===== config.mk =====
export PLATFORM = sky130hd
export DESIGN_NAME = tdpram_port_arbiter
export DESIGN_NICKNAME = d
export VERILOG_FILES = /design/src/rtl/tdpram_port_arbiter.sv
export SDC_FILE = /design/constraint.sdc
export NUM_CORES = 1
export LEC_CHECK = 0
export ABC_CLOCK_PERIOD_IN_PS = 2800
export CORE_MARGIN = 8
export CORE_UTILIZATION = 30
export CTS_BUF_LIST = sky130_fd_sc_hd__clkbuf_2
export CTS_CLUSTER_SIZE = 25
export DETAILED_ROUTE_END_ITERATION = 10
export GPL_TIMING_DRIVEN = 0
export PLACE_DENSITY = 0.72
export SLEW_MARGIN = 20
export SYNTH_ARGS = -nofsm -noshare
export SYNTH_HDL_FRONTEND = slang
export SYNTH_SLANG_ARGS = --single-unit

===== constraint.sdc =====
create_clock -name clk -period 2.8 [get_ports clk]
set_input_delay 0.42 -clock clk [delete_from_list [all_inputs] [get_ports clk]]
set_output_delay 0.42 -clock clk [all_outputs]
set_load 0.02 [all_outputs]

===== src/rtl/tdpram_port_arbiter.sv =====
// Round-robin arbiter that shares one tdpram port between NREQ requesters.
// It issues one registered RAM access per cycle and routes each read result back to its requester.
module tdpram_port_arbiter #(
    parameter int NREQ      = 4,
    parameter int ADDR_BITS = 10,
    parameter int DATA_BITS = 36,
    parameter int REG       = 0
) (
    input  logic                      clk,
    input  logic                      rst_n,
    input  logic [NREQ-1:0]           req_valid,
    output logic [NREQ-1:0]           req_ready,
    input  logic [NREQ-1:0]           req_we,
    input  logic [NREQ*ADDR_BITS-1:0] req_addr,
    input  logic [NREQ*DATA_BITS-1:0] req_wdata,
    output logic [NREQ-1:0]           rsp_valid,
    output logic [DATA_BITS-1:0]      rsp_data,
    output logic                      ram_en,
    output logic                      ram_we,
    output logic [ADDR_BITS-1:0]      ram_addr,
    output logic [DATA_BITS-1:0]      ram_din,
    input  logic [DATA_BITS-1:0]      ram_dout
);

    localparam int IDX_W = $clog2(NREQ);
    localparam int DEPTH = 1 + REG;

    logic [IDX_W-1:0]       ptr_q, ptr_d;
    logic [IDX_W-1:0]       cand;
    logic [IDX_W-1:0]       grant_idx;
    logic                   grant_found;
    logic                   handshake;

    logic                   ram_en_q, ram_en_d;
    logic                   ram_we_q, ram_we_d;
    logic [ADDR_BITS-1:0]   ram_addr_q, ram_addr_d;
    logic [DATA_BITS-1:0]   ram_din_q, ram_din_d;

    logic [DEPTH-1:0]       tag_rd_q, tag_rd_d;
    logic [DEPTH*IDX_W-1:0] tag_id_q, tag_id_d;
    logic [IDX_W-1:0]       tag_id_last;
    logic [NREQ-1:0]        rsp_valid_q, rsp_valid_d;

    // Search req_valid starting at the pointer and wrapping; the first hit wins.
    always_comb begin
        cand        = '0;
        grant_idx   = '0;
        grant_found = 1'b0;
        for (int k = 0; k < NREQ; k++) begin
            cand = IDX_W'((int'(ptr_q) + k) % NREQ);
            if (!grant_found && req_valid[cand]) begin
                grant_idx   = cand;
                grant_found = 1'b1;
            end
        end
    end

    // A request is accepted on a rising edge where req_valid[g] and req_ready[g] are both high;
    // the requester keeps valid/we/addr/wdata stable until then and must always take responses.
    assign handshake = grant_found && rst_n;
    assign req_ready = handshake ? (NREQ'(1) << grant_idx) : '0;

    always_comb begin
        ptr_d      = ptr_q;
        ram_en_d   = 1'b1;
        ram_we_d   = 1'b0;
        ram_addr_d = ram_addr_q;
        ram_din_d  = ram_din_q;
        if (handshake) begin
            ptr_d      = (int'(grant_idx) == NREQ - 1) ? '0 : grant_idx + 1'b1;
            ram_we_d   = req_we[grant_idx];
            ram_addr_d = req_addr[grant_idx*ADDR_BITS +: ADDR_BITS];
            ram_din_d  = req_wdata[grant_idx*DATA_BITS +: DATA_BITS];
        end
    end

    // Tag pipeline matches the RAM read latency so rsp_valid lines up with ram_dout.
    assign tag_id_last = tag_id_q[(DEPTH-1)*IDX_W +: IDX_W];

    always_comb begin
        tag_rd_d    = (tag_rd_q << 1) | DEPTH'(handshake && !req_we[grant_idx]);
        tag_id_d    = (tag_id_q << IDX_W) | (DEPTH*IDX_W)'(grant_idx);
        rsp_valid_d = tag_rd_q[DEPTH-1] ? (NREQ'(1) << tag_id_last) : '0;
    end

    always_ff @(posedge clk or negedge rst_n) begin
        if (!rst_n) begin
            ptr_q       <= '0;
            ram_en_q    <= 1'b0;
            ram_we_q    <= 1'b0;
            ram_addr_q  <= '0;
            ram_din_q   <= '0;
            tag_rd_q    <= '0;
            tag_id_q    <= '0;
            rsp_valid_q <= '0;
        end else begin
            ptr_q       <= ptr_d;
            ram_en_q    <= ram_en_d;
            ram_we_q    <= ram_we_d;
            ram_addr_q  <= ram_addr_d;
            ram_din_q   <= ram_din_d;
            tag_rd_q    <= tag_rd_d;
            tag_id_q    <= tag_id_d;
            rsp_valid_q <= rsp_valid_d;
        end
    end

    assign ram_en    = ram_en_q;
    assign ram_we    = ram_we_q;
    assign ram_addr  = ram_addr_q;
    assign ram_din   = ram_din_q;
    assign rsp_valid = rsp_valid_q;
    assign rsp_data  = ram_dout;

endmodule

==> results.md <==
Clocking:
- TritonCTS built the clock tree.
- The tree built by TritonCTS fans out to 57 sinks.
- The clock tree synthesis step divided the H-tree into 3 levels.
- The clock tree buffer depth is 2.
- The clock latency of the later-clocked register in the worst-skew pair is 0.50 ns.
- Clock tree synthesis inserted a total of 9 buffers.
- After clock tree synthesis, the clock-pin slew on the worst setup and hold paths is 0.18 ns.
- The root buffer cell chosen for the clock tree is sky130_fd_sc_hd__clkbuf_2.

Floorplanning:
- The die is 137 um tall.
- The area of the placeable core is 14400 um^2.
- The x dimension of the die is 137 um.
- The total number of placement rows is 44.
- The I/O pin count is 322.
- The area enclosed by the die boundary is 18800 um^2.
- The initial utilization of the core area, before any placement, comes to 30.4%.

Yosys:
- The post-synthesis net count is 714.
- In this run the biggest area consumer among cell types represents 32.5% of the synthesized area.
- The async set-reset flop share out of synthesis is 100%.
- By area the synthesized netlist is led by sky130_fd_sc_hd__dfrtp_1, sky130_fd_sc_hd__mux2i_1, sky130_fd_sc_hd__a211o_1.
- The number of register bits inferred by synthesis is 57.
- The portion of the post-synthesis area used by sequential elements is 32.5%.
- The number of enable flip-flop cells after synthesis is 0.
- The synthesized netlist occupies a cell area of 4390 um^2.
- For this run, the number of Yosys warnings is 0.
- The leading register cell type out of synthesis is sky130_fd_sc_hd__dfrtp_1.
- Dividing the synthesized area by the synthesized cell count gives 9.14 um^2.
- The number of instances in the synthesized netlist is 480.
- sky130_fd_sc_hd__dfrtp_1 takes more of the synthesized area than any other cell.
- The number of distinct library cells after synthesis is 37.

Timing:
- The max-slew violation count was 0.
- The top achievable clock speed is 0.377 GHz.
- Once routing completed, OpenROAD measured the worst setup slack at 0.149 ns.
- On the final layout, the worst clock skew is 0.0161 ns.
- Headroom to the max-slew limit came out at 60.8%.
- The setup violation total in the final timing report is 0.
- Dividing the final minimum period by the clock period gives 94.7%.
- The shortest period the worst path allows is 2.65 ns.
- At the pin with the least slew margin, the transition time is 0.587 ns.
- The number of hold-slack violations in the final timing report is 0.

Critical path:
- The cell with the biggest individual delay on the critical path is sky130_fd_sc_hd__dfrtp_2.
- For the worst flop-to-flop path, the logic depth is 7.
- The endpoint of the worst-slack reg-to-reg timing path is ram_din[25].
- In this run the critical register-to-register path is launched from ptr_q[1].
- The arrival time of data at the critical path endpoint is 2.23 ns.
- In this design, the stage delay of the slowest critical-path cell is 0.50 ns.
- The data required time of the critical path is 2.38 ns.
- The critical path goes through nor2b_4 -> o21a_1 -> nor3_4 -> inv_2 -> buf_12 -> ha_1 -> and2_4 -> buf_6.
- STA classifies the critical path endpoint as a primary output.
- Along the worst path, the maximum fanout reaches 8.
- The worst setup path is of the flip-flop to primary output kind.
- In this run the register-to-register setup slack is 0.50 ns.
- The startpoint class of the critical path is a flip-flop.

Drt:
- The wire length after detailed routing is 20.9 mm.
- After detailed routing, the average wire length per cell comes to 21.5 um.
- The routed length on met2 is 10.3 mm.
- The initial detailed-routing violation count is 243.
- The number of vias after detailed routing is 5167.
- For this block, wires on met1 add up to 7.86 mm.
- The post-route DRC violation count is 0.
- The first detailed-routing pass ran for 7 iterations.
- The routed design uses 2.40 mm of met3 wire.
- The detail route stage leaves a number of antenna-violating nets equal to 0.
- The uppermost signal routing layer after detailed routing is met4.
- The per-cell via count in the routed design is 5.29.

Global route:
- Global routing consumed, over all layers together, 21.3% of the routing resources.
- The via count of the first global-routing pass came to 5623.
- The initial antenna violation count is 0.
- Summed over all layers, the global routing overflow is 0.
- The maximum number of pins on one net before global-route repair is 35.
- The global-route wire length before repair is 31.1 mm.

Placed design:
- Routability-driven placement finished with a final weighted congestion of 0.832.
- After legalization and detailed placement, the total HPWL measured 16.5 mm.
- The number of input and output port buffers inserted is 283.
- Prior to clock tree synthesis, the placed netlist has a worst setup slack of -0.591 ns.

Cells and area:
- The number of antenna diodes in the final layout is 0.
- The net count of the finished layout is 1021.
- The signed area change from the synthesized netlist to the final layout is 76.7%.
- The share of cells above drive strength 1 is 14.5%.

Power and ir drop:
- The total power draw is 5.37 mW.
- The maximum vdd drop is 0.247 mV.
- The standby leakage power is 3.23 nW.
- The power per unit of standard cell area is 692 nW/um^2.

Job:
- The number of violations of the max-capacitance limit is 0.

Outcome:
- The run finished with clean final reports.

Worst hold path:
- The worst hold path passes through 3 cells.
- For hold timing, the worst endpoint is ptr_q[0].
- The class of the tightest hold or removal check is primary input to flip-flop.
- In this run the most critical hold path is launched from req_valid[0].
metal layers:
| layer | up-vias | GRT usage [%] |
|---|---|---|
| met5 | - | 0 |
| met4 | 0 | 5.49 |
| met3 | 30 | 8.55 |
| met2 | 287 | 37.1 |
| met1 | 2418 | 23.5 |
| li1 | 2432 | - |
state kept, by name (all words and copies together) (netlist names):
| register | cells |
|---|---|
| ptr_q | 2 |
| ram_addr | 10 |
| ram_din | 36 |
| ram_en | 1 |
| ram_we | 1 |
| rsp_valid | 4 |
| tag_id_last | 2 |
| tag_rd_q | 1 |
worst max-delay path by stage:
stage / from / slack, ns / cells past startpoint / to
after detailed placement: req_valid[1] / -0.59 / 9 / req_ready[1]
final: ptr_q[1] / 0.15 / 8 / req_ready[0]
after CTS: ptr_q[0] / -0.03 / 7 / req_ready[1]
after global routing: ptr_q[1] / -0.006 / 8 / req_ready[0]
after global placement: rst_n / -2.06 / 6 / ram_addr[2]
after floorplan: req_valid[3] / 0.56 / 9 / req_ready[0]
placed cells by master (no fill, tap or decap), types with 3 or more instances in the layout:
master,Yosys,routed
sky130_fd_sc_hd__buf_12,0,3
sky130_fd_sc_hd__a211o_1,46,46
sky130_fd_sc_hd__mux2i_1,46,46
sky130_fd_sc_hd__clkbuf_2,0,11
sky130_fd_sc_hd__nand4_1,46,46
sky130_fd_sc_hd__dfrtp_1,57,55
sky130_fd_sc_hd__buf_2,22,22
sky130_fd_sc_hd__ha_1,4,4
sky130_fd_sc_hd__buf_6,6,6
sky130_fd_sc_hd__nor2_1,4,3
sky130_fd_sc_hd__nand3_1,4,4
sky130_fd_sc_hd__o21ai_0,4,4
sky130_fd_sc_hd__buf_4,40,52
sky130_fd_sc_hd__o31ai_1,46,46
sky130_fd_sc_hd__nand2_1,53,53
sky130_fd_sc_hd__o211ai_1,47,47
sky130_fd_sc_hd__clkdlybuf4s50_1,0,278
sky130_fd_sc_hd__clkbuf_1,23,22
Yosys cell counts (4+ instances only):
master,instances
sky130_fd_sc_hd__dfrtp_1,57
sky130_fd_sc_hd__nand2_1,53
sky130_fd_sc_hd__o211ai_1,47
sky130_fd_sc_hd__a211o_1,46
sky130_fd_sc_hd__mux2i_1,46
sky130_fd_sc_hd__nand4_1,46
sky130_fd_sc_hd__o31ai_1,46
sky130_fd_sc_hd__buf_4,40
sky130_fd_sc_hd__clkbuf_1,23
sky130_fd_sc_hd__buf_2,22
sky130_fd_sc_hd__buf_6,6
sky130_fd_sc_hd__and2_1,4
sky130_fd_sc_hd__ha_1,4
sky130_fd_sc_hd__nand3_1,4
sky130_fd_sc_hd__nor2_1,4
sky130_fd_sc_hd__o21ai_0,4
final cells by class:
| cell class | instances | area (um^2) |
|---|---|---|
| clock inverters | 7 | 85.1 |
| fillers | 1337 | 6670 |
| plain buffers | 89 | 558 |
| multi-input cells | 330 | 2410 |
| clock buffers | 9 | 45.0 |
| inverters | 2 | 10.0 |
| repair buffers | 298 | 2990 |
| flip-flops and latches | 57 | 1430 |
| well taps | 184 | 230 |
report_power, final:
group | internal (mW) | switching, mW | total [mW]
sequential | 1.14 | 0.200 | 1.34
clock | 0.287 | 0.347 | 0.633
combinational | 1.63 | 1.76 | 3.39
timing repair:
action                                 4_1_cts  5_1_grt
gates resized for setup                     18       10
setup buffers                                2        9
cloned                                       1        0
hold buffers                                 2        0
pin swaps                                    1        3
setup endpoints to repair                    4        4
endpoints found under the hold margin       27        0
per-stage QoR:
stage / hold slack (ns) / std cells / utilization [%] / area [um^2] / TNS, ns
2_1_floorplan: 0.124 / 480 / - / 4390 / 0
3_3_place_gp: 0.442 / 947 / 51.7 / 7450 / -147.24
6_report: 0.275 / 976 / 53.8 / 7750 / 0
5_1_grt: 0.238 / 976 / 53.8 / 7750 / -0.00603
4_1_cts: 0.233 / 967 / 53.2 / 7680 / -0.0294
3_5_place_dp: 0.377 / 948 / 51.8 / 7470 / -1.86
cells by family (layout without fill, tap and decap cells):
group | count (synthesis) | in the layout | share of synthesized area (%)
buffers and inverters | 93 | 405 | 13.0
and+or+nand+nor | 125 | 125 | 15.0
other | 1 | 1 | 0.0854
DFF | 57 | 57 | 32.5
adders and majority gates | 4 | 4 | 1.14
AOI/OAI and AO/OA | 154 | 154 | 27.7
muxes | 46 | 46 | 10.5
worst max-delay path: cells and delay by family, from the launching register on:
kind / cells / cell delay [ns]
AOI/OAI and AO/OA: 1 / 0.21
adders and majority gates: 1 / 0.19
buffers and inverters: 3 / 0.33
DFF: 1 / 0.50
and+or+nand+nor: 3 / 0.50
Power figures use the tool's default switching activity.
